--- config.mk ---
export PLATFORM = sky130hd
export DESIGN_NAME = mem_sram_ctrl
export DESIGN_NICKNAME = d
export VERILOG_FILES = /design/src/rtl/mem_sram_ctrl.sv
export SDC_FILE = /design/constraint.sdc
export NUM_CORES = 1
export LEC_CHECK = 0
export BUFFER_PORTS_ARGS = -buffer_cell sky130_fd_sc_hd__buf_2
export CORE_ASPECT_RATIO = 1.5
export CORE_MARGIN = 3
export CORE_UTILIZATION = 51
export DETAILED_ROUTE_END_ITERATION = 8
export PLACE_DENSITY = 0.79
export SYNTH_ARGS = -nofsm -noshare
export SYNTH_HDL_FRONTEND = slang
export SYNTH_SLANG_ARGS = --single-unit
--- constraint.sdc ---
create_clock -name clk -period 2.1 [get_ports clk]
set_input_delay 0.105 -clock clk [delete_from_list [all_inputs] [get_ports clk]]
set_output_delay 0.105 -clock clk [all_outputs]
set_load 0.02 [all_outputs]
--- src/rtl/mem_sram_ctrl.sv ---
// rtl/mem_sram_ctrl.sv - MEM-stage 32-bit load/store controller over a 16-bit SRAM
// Optional one-entry read cache enabled by defining MEM_READ_CACHE_EN.
module mem_sram_ctrl #(
    parameter int ADDR_BASE   = 1024,
    parameter int WAIT_CYCLES = 5,
    parameter int SRAM_AW     = 18
) (
    input  logic               clk,
    input  logic               rst,
    input  logic               mem_r_en,
    input  logic               mem_w_en,
    input  logic [31:0]        alu_res,
    input  logic [31:0]        st_val,
    output logic               ready,
    output logic [31:0]        read_data,
    output logic [SRAM_AW-1:0] sram_addr,
    output logic               sram_we_n,
    output logic [15:0]        sram_dq_out,
    output logic               sram_dq_oe,
    input  logic [15:0]        sram_dq_in
);
    localparam int                CW   = (WAIT_CYCLES > 1) ? $clog2(WAIT_CYCLES) : 1;
    localparam logic [CW-1:0]     LAST = CW'(WAIT_CYCLES - 1);
    localparam logic [SRAM_AW:0]  BASE = (SRAM_AW + 1)'(ADDR_BASE);

    typedef enum logic [1:0] {S_IDLE, S_LO, S_HI, S_DONE} state_t;

    state_t               r_state;
    state_t               w_next;
    logic [CW-1:0]        r_cnt;
    logic [SRAM_AW-2:0]   r_idx;
    logic [31:0]          r_st_val;
    logic                 r_is_wr;
    logic [15:0]          r_lo;
    logic [31:0]          r_read_data;
    logic [SRAM_AW-1:0]   r_sram_addr;

    logic [SRAM_AW:0]     w_off;
    logic [SRAM_AW-2:0]   w_idx;
    logic                 w_req;
    logic                 w_last;
    logic                 w_hit;
    logic                 w_start;
    logic                 w_unused;

    // Only the low SRAM_AW+1 bits of the offset matter; the borrow never flows downward.
    assign w_off    = alu_res[SRAM_AW:0] - BASE;
    assign w_idx    = w_off[SRAM_AW:2];
    assign w_unused = ^{alu_res[31:SRAM_AW+1], w_off[1:0]};
    assign w_req    = mem_r_en | mem_w_en;
    assign w_last   = (r_cnt == LAST);
    assign w_start  = (r_state == S_IDLE) && w_req && !w_hit;

    assign sram_addr = r_sram_addr;

    always_ff @(posedge clk) begin
        if (rst) begin
            r_state <= S_IDLE;
        end else begin
            r_state <= w_next;
        end
    end

    always_comb begin
        w_next      = r_state;
        ready       = 1'b0;
        sram_we_n   = 1'b1;
        sram_dq_oe  = 1'b0;
        sram_dq_out = (r_state == S_HI) ? r_st_val[31:16] : r_st_val[15:0];
        case (r_state)
            S_IDLE: begin
                ready = !w_req || w_hit;
                if (w_start) w_next = S_LO;
            end
            S_LO: begin
                sram_we_n  = !r_is_wr;
                sram_dq_oe = r_is_wr;
                if (w_last) w_next = S_HI;
            end
            S_HI: begin
                sram_we_n  = !r_is_wr;
                sram_dq_oe = r_is_wr;
                if (w_last) w_next = S_DONE;
            end
            S_DONE: begin
                ready  = 1'b1;
                w_next = S_IDLE;
            end
            default: w_next = S_IDLE;
        endcase
    end

    always_ff @(posedge clk) begin
        if (rst) begin
            r_cnt       <= '0;
            r_idx       <= '0;
            r_st_val    <= '0;
            r_is_wr     <= 1'b0;
            r_lo        <= '0;
            r_read_data <= '0;
            r_sram_addr <= '0;
        end else begin
            case (r_state)
                S_IDLE: begin
                    if (w_start) begin
                        r_cnt       <= '0;
                        r_idx       <= w_idx;
                        r_st_val    <= st_val;
                        r_is_wr     <= mem_w_en;
                        r_sram_addr <= {w_idx, 1'b0};
                    end
                end
                S_LO: begin
                    if (w_last) begin
                        r_cnt       <= '0;
                        r_sram_addr <= {r_idx, 1'b1};
                        if (!r_is_wr) r_lo <= sram_dq_in;
                    end else begin
                        r_cnt <= r_cnt + CW'(1);
                    end
                end
                S_HI: begin
                    if (w_last) begin
                        r_cnt <= '0;
                        if (!r_is_wr) r_read_data <= {sram_dq_in, r_lo};
                    end else begin
                        r_cnt <= r_cnt + CW'(1);
                    end
                end
                default: ;
            endcase
        end
    end

`ifdef MEM_READ_CACHE_EN
    logic               r_c_valid;
    logic [SRAM_AW-2:0] r_c_idx;
    logic [31:0]        r_c_data;

    // The entry is refreshed on the DONE cycle so the very next IDLE request sees it.
    always_ff @(posedge clk) begin
        if (rst) begin
            r_c_valid <= 1'b0;
            r_c_idx   <= '0;
            r_c_data  <= '0;
        end else if (r_state == S_DONE) begin
            if (!r_is_wr) begin
                r_c_valid <= 1'b1;
                r_c_idx   <= r_idx;
                r_c_data  <= r_read_data;
            end else if (r_c_valid && (r_c_idx == r_idx)) begin
                r_c_data <= r_st_val;
            end
        end
    end

    assign w_hit     = (r_state == S_IDLE) && mem_r_en && !mem_w_en && r_c_valid && (r_c_idx == w_idx);
    assign read_data = w_hit ? r_c_data : r_read_data;
`else
    assign w_hit     = 1'b0;
    assign read_data = r_read_data;
`endif

endmodule

==> reports/metrics.csv, run 1 <==
metric,value,unit
worst hold path endpoint,r_idx[16]$_SDFFE_PP0P_,
Yosys warnings,0,
core area,0.00936,sq mm
Clock transition at path regs,50,ps
CTS sink cnt,121,
Fin. Hold Viols,0,
Synth top area share,0.489,
P_sw,0.00298,W
drt first-iter violations,249,
Multi-input gate area,0.00227,sq mm
Initial Util,0.529,
IO Pins,153,
pwr/cell area,1280,mW/mm^2
clk_lat worst skew,400,ps
vias in the first global route,4808,
total power,0.00879,W
Die Ht,127,um
Reg2Reg Depth,6,
Max Buffers Root-to-Sink,2,
Die W,86.4,um
Fmax,493,MHz
placer's final routability congestion estimate,0.777,
largest net degree at the start of global routing,43,
Leak Pwr,2.95,nW
Sw Ratio,0.339,
syn_area_per_cell,8.18,sq um
GR Overflow Total,0,
DR pass1 iterations,5,
std cell rows,43,
Routed Antenna Nets,0,
CP max FO,17,
crit start category,flop,
"FF+latch count, synth",121,
reg2reg start,r_state[0]$_SDFFE_PP0P_,
combinational power share,0.322,
status,"finished, final reports clean",
initial antenna violation count,0,
Die Area,0.0109,sq mm
# setup viols final,0,
clock network power share,0.345,
synthesized area,0.00495,sq mm
Syn Inst Count,605,
root buffer cell,clkbuf_16,
Tmin final,2030,ps
Post-DP HPWL,8.16,mm
count of cell types in the netlist,47,
Arrival @ worst endpoint,1920,ps
most frequent cell after synthesis,nand2_1,
via count,4882,
Hold Path Stages,3,
"Req. time, crit path",2000,ps
Synth-to-Final Area Change,38.6,%
Nets,879,
layout filler cell count,683,
Tcrit/Tclk final,0.965,
flop-to-flop setup slack,130,ps
Reg2Reg Capture Point,sram_addr[16]$_SDFFE_PP0P_,
WS Path Type,flop to primary output,
Post-Syn Nets,697,
Final TNS setup,0,ps
clk_skew,6.83,ps
max_cap viols,0,
Via density,5.35,
largest area contributor in the netlist,dfxtp_1,
Worst Hold Class,input port to flop,
Seq pwr share,0.333,
synth cell count leaders,"199 x nand2_1, 121 x dfxtp_1, 99 x a21oi_1",
CP Capture Type,primary output,
Sequential Area,0.00242,sq mm
largest cells by area after synthesis,"dfxtp_1 49%, nand2_1 15%, a21oi_1 10%, mux2_2 3.6%, ha_1 2.0%",
slew margin rel.,0.586,
Post-synth EDFFs,0,
PortBufs,137,
clock buffers created by TritonCTS,17,
GRT Total Usage,0.245,
Async SR Flop Fraction,0,
RSZ-0062 raised after global routing,false,
routed len/inst,14.6,um
global-route wire length before repair,21.4,mm
detailed-route DRC error count,0,
cell internal pwr,0.00582,W
number of H-tree levels,4,
predominant post-synthesis flop cell,dfxtp_1,
Worst Hold Launch,alu_res[18],
TritonCTS clock tree,done,
n_diodes,0,
Max VDD drop,0.000925,V
share of the yosys chip area belonging to registers,0.489,
Worst-Margin Slew,621,ps
Total Wirelength,13.3,mm
share of post-route cells with drive strength above 1,0.258,
Max Slew Vio Count,0,
-- power by group through the flow --
stage	Clock [W]	Sequential (W)	Combinational, W
floorplan	0	0.00307	0.00188
detailed placement	0	0.00297	0.00270
finish	0.00303	0.00293	0.00283
CTS	0.00308	0.00292	0.00281
global placement	0	0.00294	0.00264
global route	0.00318	0.00297	0.00311
-- kinds of logic after synthesis --
group           Yosys count  share of synthesized area
fa+ha+maj                 8                     0.0202
xor+xnor                  6                     0.0106
buf+inv                  52                     0.0538
compound gates          142                      0.163
flops                   121                      0.489
mux                      26                     0.0566
simple gates            250                      0.206
-- timing repair --
item / 4_1_cts / 5_1_grt
setup endpoints to repair: 0 / 1
resized for setup: 0 / 1
setup buffers: 0 / 0
hold buffers: 58 / 0
hold endpoints to repair: 74 / 0
-- how the worst max path moves through the flow --
stage | start | slack (ps) | to
global route | r_state[0]$_SDFFE_PP0P_ | 2 | sram_dq_out[7]
finish | r_state[0]$_SDFFE_PP0P_ | 70 | sram_dq_out[7]
floorplan | r_state[0]$_SDFFE_PP0P_ | 400 | sram_addr[16]$_SDFFE_PP0P_
detailed placement | r_state[0]$_SDFFE_PP0P_ | 170 | sram_addr[16]$_SDFFE_PP0P_
global placement | r_state[0]$_SDFFE_PP0P_ | 240 | sram_addr[16]$_SDFFE_PP0P_
CTS | r_state[0]$_SDFFE_PP0P_ | 40 | ready
-- cell type report --
cell class                      count  share of cell area
Tap cell                          112              0.0204
Timing Repair Buffer              205               0.198
Sequential cell                   121               0.353
Clock buffer                       19              0.0660
Clock inverter                     13              0.0255
Multi-Input combinational cell    432               0.332
Inverter                           10             0.00565
-- per-layer routing --
layer | global-route usage | wire (um) | up-vias
met4 | 0.106 | 333 | 0
met1 | 0.246 | 5010 | 2319
met3 | 0.0637 | 665 | 32
li1 | - | - | 2376
met5 | 0 | 0 | -
met2 | 0.461 | 7330 | 155
-- registers in the layout, indices dropped and copies added (netlist names) --
name	flops
r_is_wr	1
r_idx	17
sram_addr	18
r_lo	16
read_data	32
r_st_val	32
r_cnt	3
r_state	2
-- per-stage QoR --
| step | cells | hold WS (ps) | area [sq um] | setup slack, ps | util |
|---|---|---|---|---|---|
| after detailed placement | 822 | 346 | 5650 | 167 | 0.603 |
| after floorplan | 605 | 201 | 4950 | 397 | - |
| final | 912 | 42.9 | 6860 | 73.5 | 0.733 |
| after CTS | 912 | 34.7 | 6860 | 40.2 | 0.732 |
| after global placement | 822 | 342 | 5650 | 242 | 0.603 |
| after global routing | 912 | 71.4 | 6860 | 1.74 | 0.733 |
-- critical path: stages, from the launching register on --
cell	delay (ps)
dfxtp_1	340
inv_1	120
ha_1	230
buf_4	290
mux2_2	370
buf_2	160
-- layout by cell type, fill, tap and decap left out, drive strengths merged, types with 2 or more instances in the layout --
cell | synthesis | final
and3b | 2 | 2
o41ai | 2 | 2
o21a | 2 | 2
and3 | 2 | 2
a32oi | 2 | 2
nor2 | 24 | 24
nand3 | 3 | 3
buf | 21 | 147
o211ai | 3 | 3
nand2b | 2 | 2
inv | 9 | 9
mux2i | 10 | 10
bufinv | 0 | 4
nor3b | 4 | 4
nand2 | 199 | 199
o21ai | 12 | 12
and2 | 2 | 2
mux2 | 16 | 16
a211oi | 13 | 13
a21oi | 101 | 101
dlygate4sd3 | 0 | 58
a21boi | 2 | 2
ha | 8 | 8
xnor2 | 2 | 2
clkinv | 1 | 9
xor2 | 4 | 4
dfxtp | 121 | 121
clkbuf | 21 | 19
nor3 | 6 | 6
No activity file was read; power rests on OpenSTA's default activity.
==> run 2: changes to the inputs <==
Clock period 2.1 ns to 2.2 ns, I/O delays scaled along.
==> run 2 against run 1 <==
Via count about the same. First-iteration DRC count decreased by 10%. Combinational power decreased by 3%. Core utilization is 0.080 points lower. Sequential power down 4%. Critical path depth grew 1. Global-route usage rose by 0.56 points. Sequential share of layout area is essentially flat. Total power shrank 4.9%. Die area unchanged. Worst hold slack worse by 4.1 ps. Critical endpoint is now sram_addr[16]$_SDFFE_PP0P_. Largest power group is now sequential cells.
==> reports/metrics.csv, run 2 (synthesis results as in run 1) <==
metric,value,unit
Fin. Hold Viols,0,
post-place setup slack,155,ps
pwr/cell area,1220,mW/mm^2
IO Pins,153,
Max Slew Vio Count,0,
clk_lat worst skew,410,ps
global-route wire length before repair,22.1,mm
"Req. time, crit path",2490,ps
Worst Hold Class,input port to flop,
Slowest cell on crit path,a21o_1,
Max Buffers Root-to-Sink,2,
CP max stage delay,350,ps
Initial Util,0.529,
Final TNS setup,0,ps
final worst setup slack,206,ps
RSZ-0062 raised after global routing,false,
Die W,86.4,um
core area,0.00936,sq mm
"most common cell after layout, fill and taps aside",nand2_1,
Arrival @ worst endpoint,2280,ps
Worst-Margin Slew,623,ps
crit path cell chain,inv_1 > ha_1 > o21ai_4 > a21o_1 > and3_1 > a221o_1,
Leak Pwr,2.94,nW
Hold WS,38.9,ps
DR pass1 iterations,5,
slew margin rel.,0.585,
Tcrit/Tclk final,0.907,
clk_skew,6.37,ps
Die Ht,127,um
Tmin final,1990,ps
share of post-route cells with drive strength above 1,0.254,
GR Overflow Total,0,
GRT Total Usage,0.251,
CTS sink cnt,121,
TritonCTS clock tree,done,
final core utilization,0.732,
Post-DP HPWL,8.07,mm
Total Wirelength,13.6,mm
detailed-route DRC error count,0,
largest net degree at the start of global routing,64,
Die Area,0.0109,sq mm
Via density,5.33,
initial antenna violation count,1,
Nets,881,
via count,4879,
status,"finished, final reports clean",
placer's final routability congestion estimate,0.784,
PortBufs,137,
"commonest cells after routing, fill and taps aside","199 x nand2_1, 136 x buf_2, 121 x dfxtp_1",
crit start category,flop,
# placed instances,823,
max_cap viols,0,
# setup viols final,0,
number of H-tree levels,4,
Max VDD drop,0.000878,V
post-CTS setup buffers,0,
root buffer cell,clkbuf_16,
drt first-iter violations,223,
Clock transition at path regs,50,ps
CP Capture Type,flop,
Routed Antenna Nets,0,
vias in the first global route,4882,
"non-filler cells, final",915,
std cell rows,43,
Synth-to-Final Area Change,38.4,%
Fmax,501,MHz
CP max FO,20,
WS Path Type,flop to flop,
routed len/inst,14.9,um
clock buffers created by TritonCTS,17,
## run 2: repair_timing
action | CTS | global route
endpoints found under the hold margin | 76 | 0
hold buffers | 59 | 0
setup endpoints to repair | 0 | 27
resized for setup | 0 | 2
## run 2: through the flow
stage / power, W / cell area, sq um
finish: 0.00836 / 6850
CTS: 0.00832 / 6840
global placement: 0.00533 / 5650
global route: 0.00879 / 6850
detailed placement: 0.00542 / 5650
floorplan: 0.00472 / 4950
## run 2: cell type report
class                   count  area [sq um]
well taps                 112           140
repair buffers            207          1370
diodes                      1          2.50
clock buffers              24           482
inverters                  10          38.8
fillers                   711          2510
flip-flops and latches    121          2420
multi-input cells         432          2280
clock inverters             8           118
## run 2: layer usage
| layer | GRT usage | vias up | routed length [um] |
|---|---|---|---|
| met2 | 0.448 | 158 | 7390 |
| li1 | - | 2384 | - |
| met3 | 0.0617 | 31 | 685 |
| met5 | 0 | - | 0 |
| met4 | 0.115 | 0 | 320 |
| met1 | 0.273 | 2306 | 5190 |
## run 2: worst paths after layout
path                              start                    endpoint  slack, ps  depth (start not counted)
max reg2reg     r_state[0]$_SDFFE_PP0P_  sram_addr[16]$_SDFFE_PP0P_        210                          6
max             r_state[0]$_SDFFE_PP0P_  sram_addr[16]$_SDFFE_PP0P_        210                          6
min reg2reg  read_data[30]$_SDFFE_PP0P_  read_data[30]$_SDFFE_PP0P_        450                          2
min                         alu_res[18]      r_idx[16]$_SDFFE_PP0P_         40                          3
## run 2: power breakdown
part | internal [W] | switching (W) | leakage, nW | total, W
registers | 0.00259 | 0.000215 | 0.988 | 0.00281
clock network | 0.00186 | 0.000937 | 0.294 | 0.00280
logic | 0.00103 | 0.00172 | 1.66 | 0.00275
total | 0.00548 | 0.00288 | 2.94 | 0.00836
## run 2: critical path, delay by kind of cell (launching register included)
kind | cells | cell delay (ps)
buffers and inverters | 1 | 120
AOI/OAI and AO/OA | 3 | 840
and+or+nand+nor | 1 | 250
DFF | 1 | 340
adders and majority gates | 1 | 330
==> run 3: changes to the inputs <==
--- a/config.mk
+++ b/config.mk
@@ -8,5 +8,7 @@
 export BUFFER_PORTS_ARGS = -buffer_cell sky130_fd_sc_hd__buf_2
+export CELL_PAD_IN_SITES_DETAIL_PLACEMENT = 2
+export CELL_PAD_IN_SITES_GLOBAL_PLACEMENT = 2
 export CORE_ASPECT_RATIO = 1.5
 export CORE_MARGIN = 3
-export CORE_UTILIZATION = 51
+export CORE_UTILIZATION = 29
 export DETAILED_ROUTE_END_ITERATION = 8
==> constraint.sdc (replaced) <==
create_clock -name clk -period 2.2 [get_ports clk]
set_input_delay 0 -clock clk [delete_from_list [all_inputs] [get_ports clk]]
set_output_delay 0 -clock clk [all_outputs]
set_load 0.02 [all_outputs]
==> run 3 against run 2 <==
Maximum frequency fell by 1.7%. Total power rose by 4.3%. Largest power group is now the clock network. Die area rose by 71%. Sequential power barely moved. Non-clock buffer count rose by 2. Highest routed layer unchanged. Critical endpoint unchanged. Sequential share of layout area fell by 0.91 points. Critical path type unchanged. Via count rose by 0.92%. Clock power rose by 7%. Worst hold slack got worse by 12 ps. Routed wire length rose by 34%. Cell count rose by 10%. Setup slack got worse by 34 ps.
==> reports/metrics.csv, run 3 (synthesis results as in run 1) <==
metric,value,unit
status,"finished, final reports clean",
largest net degree at the start of global routing,118,
"commonest cells after routing, fill and taps aside","199 x nand2_1, 136 x buf_2, 121 x dfxtp_1",
"most common cell after layout, fill and taps aside",nand2_1,
Hold Path Stages,3,
DR pass1 iterations,4,
Worst-Margin Slew,654,ps
Nets,883,
Max Buffers Root-to-Sink,2,
core area,0.0165,sq mm
Die Area,0.0187,sq mm
worst hold path endpoint,r_idx[15]$_SDFFE_PP0P_,
via count,4924,
drt first-iter violations,139,
slew margin rel.,0.564,
PortBufs,137,
GR Overflow Total,0,
share of post-route cells with drive strength above 1,0.252,
Reg2Reg Capture Point,sram_addr[16]$_SDFFE_PP0P_,
number of H-tree levels,4,
Tcrit/Tclk final,0.922,
Clock transition at path regs,50,ps
Arrival @ worst endpoint,2320,ps
IO Pins,153,
Leak Pwr,2.96,nW
WS Path Type,flop to flop,
clk_lat worst skew,420,ps
layout filler cell count,1821,
TritonCTS clock tree,done,
max_cap viols,0,
initial antenna violation count,1,
global-route wire length before repair,29.8,mm
placer's final routability congestion estimate,0.750,
Via density,4.88,
CP Capture Type,flop,
detailed-route DRC error count,0,
clock buffers created by TritonCTS,17,
Worst Hold Class,input port to flop,
root buffer cell,clkbuf_16,
"Req. time, crit path",2490,ps
vias in the first global route,5614,
Tmin final,2030,ps
Max Slew Vio Count,0,
CTS sink cnt,121,
reg2reg start,r_state[0]$_SDFFE_PP0P_,
Worst Hold Launch,alu_res[17],
Fin. Hold Viols,0,
Max VDD drop,0.000557,V
final instance area,0.00703,sq mm
GRT Total Usage,0.199,
# setup viols final,0,
clk_skew,8.87,ps
routed len/inst,18.1,um
Reg2Reg Depth,6,
flop-to-flop setup slack,170,ps
Initial Util,0.300,
RSZ-0062 raised after global routing,false,
CP max FO,18,
Total Wirelength,18.2,mm
pwr/cell area,1240,mW/mm^2
Post-DP HPWL,11.1,mm
post-CTS setup buffers,0,
area after detailed placement,0.00578,sq mm
Fmax,493,MHz
Die W,113,um
Die Ht,166,um
std cell rows,57,
Routed Antenna Nets,0,
Final TNS setup,0,ps
crit start category,flop,
Synth-to-Final Area Change,42.1,%
[run 3: worst max-delay path by stage]
| stage | from | slack (ps) | depth (start not counted) | endpoint |
|---|---|---|---|---|
| after detailed placement | r_state[0]$_SDFFE_PP0P_ | 210 | 6 | sram_addr[16]$_SDFFE_PP0P_ |
| after global placement | r_state[0]$_SDFFE_PP0P_ | 290 | 6 | sram_addr[16]$_SDFFE_PP0P_ |
| after floorplan | r_state[0]$_SDFFE_PP0P_ | 500 | 7 | sram_addr[16]$_SDFFE_PP0P_ |
| after CTS | r_state[0]$_SDFFE_PP0P_ | 130 | 6 | ready |
| after global routing | r_state[0]$_SDFFE_PP0P_ | 50 | 6 | sram_addr[16]$_SDFFE_PP0P_ |
| final | r_state[0]$_SDFFE_PP0P_ | 170 | 6 | sram_addr[16]$_SDFFE_PP0P_ |
[run 3: metrics by stage]
step                worst slack [ps]  hold WS, ps  total power, W  utilization  std cells
finish                           172         26.7         0.00872        0.427       1009
global route                    49.8         32.3         0.00926        0.427       1009
CTS                              132         1.30         0.00879        0.426       1008
detailed placement               212          247         0.00563        0.351        916
global placement                 291          233         0.00546        0.351        916
floorplan                        497         95.6         0.00472            -        605
[run 3: worst max-delay path, stage by stage (launching register included)]
cell and delay (ps):
dfxtp_1 340, inv_1 120, ha_1 320, o21ai_4 230, a21o_1 370, and3_1 270
a221o_1 270
[run 3: layer usage]
metal  part of all wire  vias up  GRT usage
met5                  0        -          0
met4              0.022        0     0.0785
met3              0.033       26     0.0376
met2               0.57      109      0.386
met1               0.38     2403      0.203
li1                   -     2386          -
[run 3: timing repair]
action	CTS	global route
endpoints found under the hold margin	87	0
gates resized for setup	0	1
setup endpoints to repair	0	1
hold buffers	62	0
[run 3: layout make-up]
type | instances | area (sq um) | share of cell area
Timing Repair Buffer | 209 | 1410 | 0.200
Multi-Input combinational cell | 432 | 2270 | 0.323
Sequential cell | 121 | 2420 | 0.344
Clock inverter | 7 | 140 | 0.0199
Tap cell | 206 | 258 | 0.0366
Antenna cell | 1 | 2.50 | 0.000356
Clock buffer | 23 | 488 | 0.0694
Inverter | 10 | 38.8 | 0.00552
[run 3: where the power goes]
part / switching (W) / internal, W / total (W) / leakage (nW)
Clock: 0.000992 / 0.00200 / 0.00299 / 0.301
Sequential: 0.000236 / 0.00259 / 0.00283 / 0.988
Combinational: 0.00186 / 0.00104 / 0.00290 / 1.67
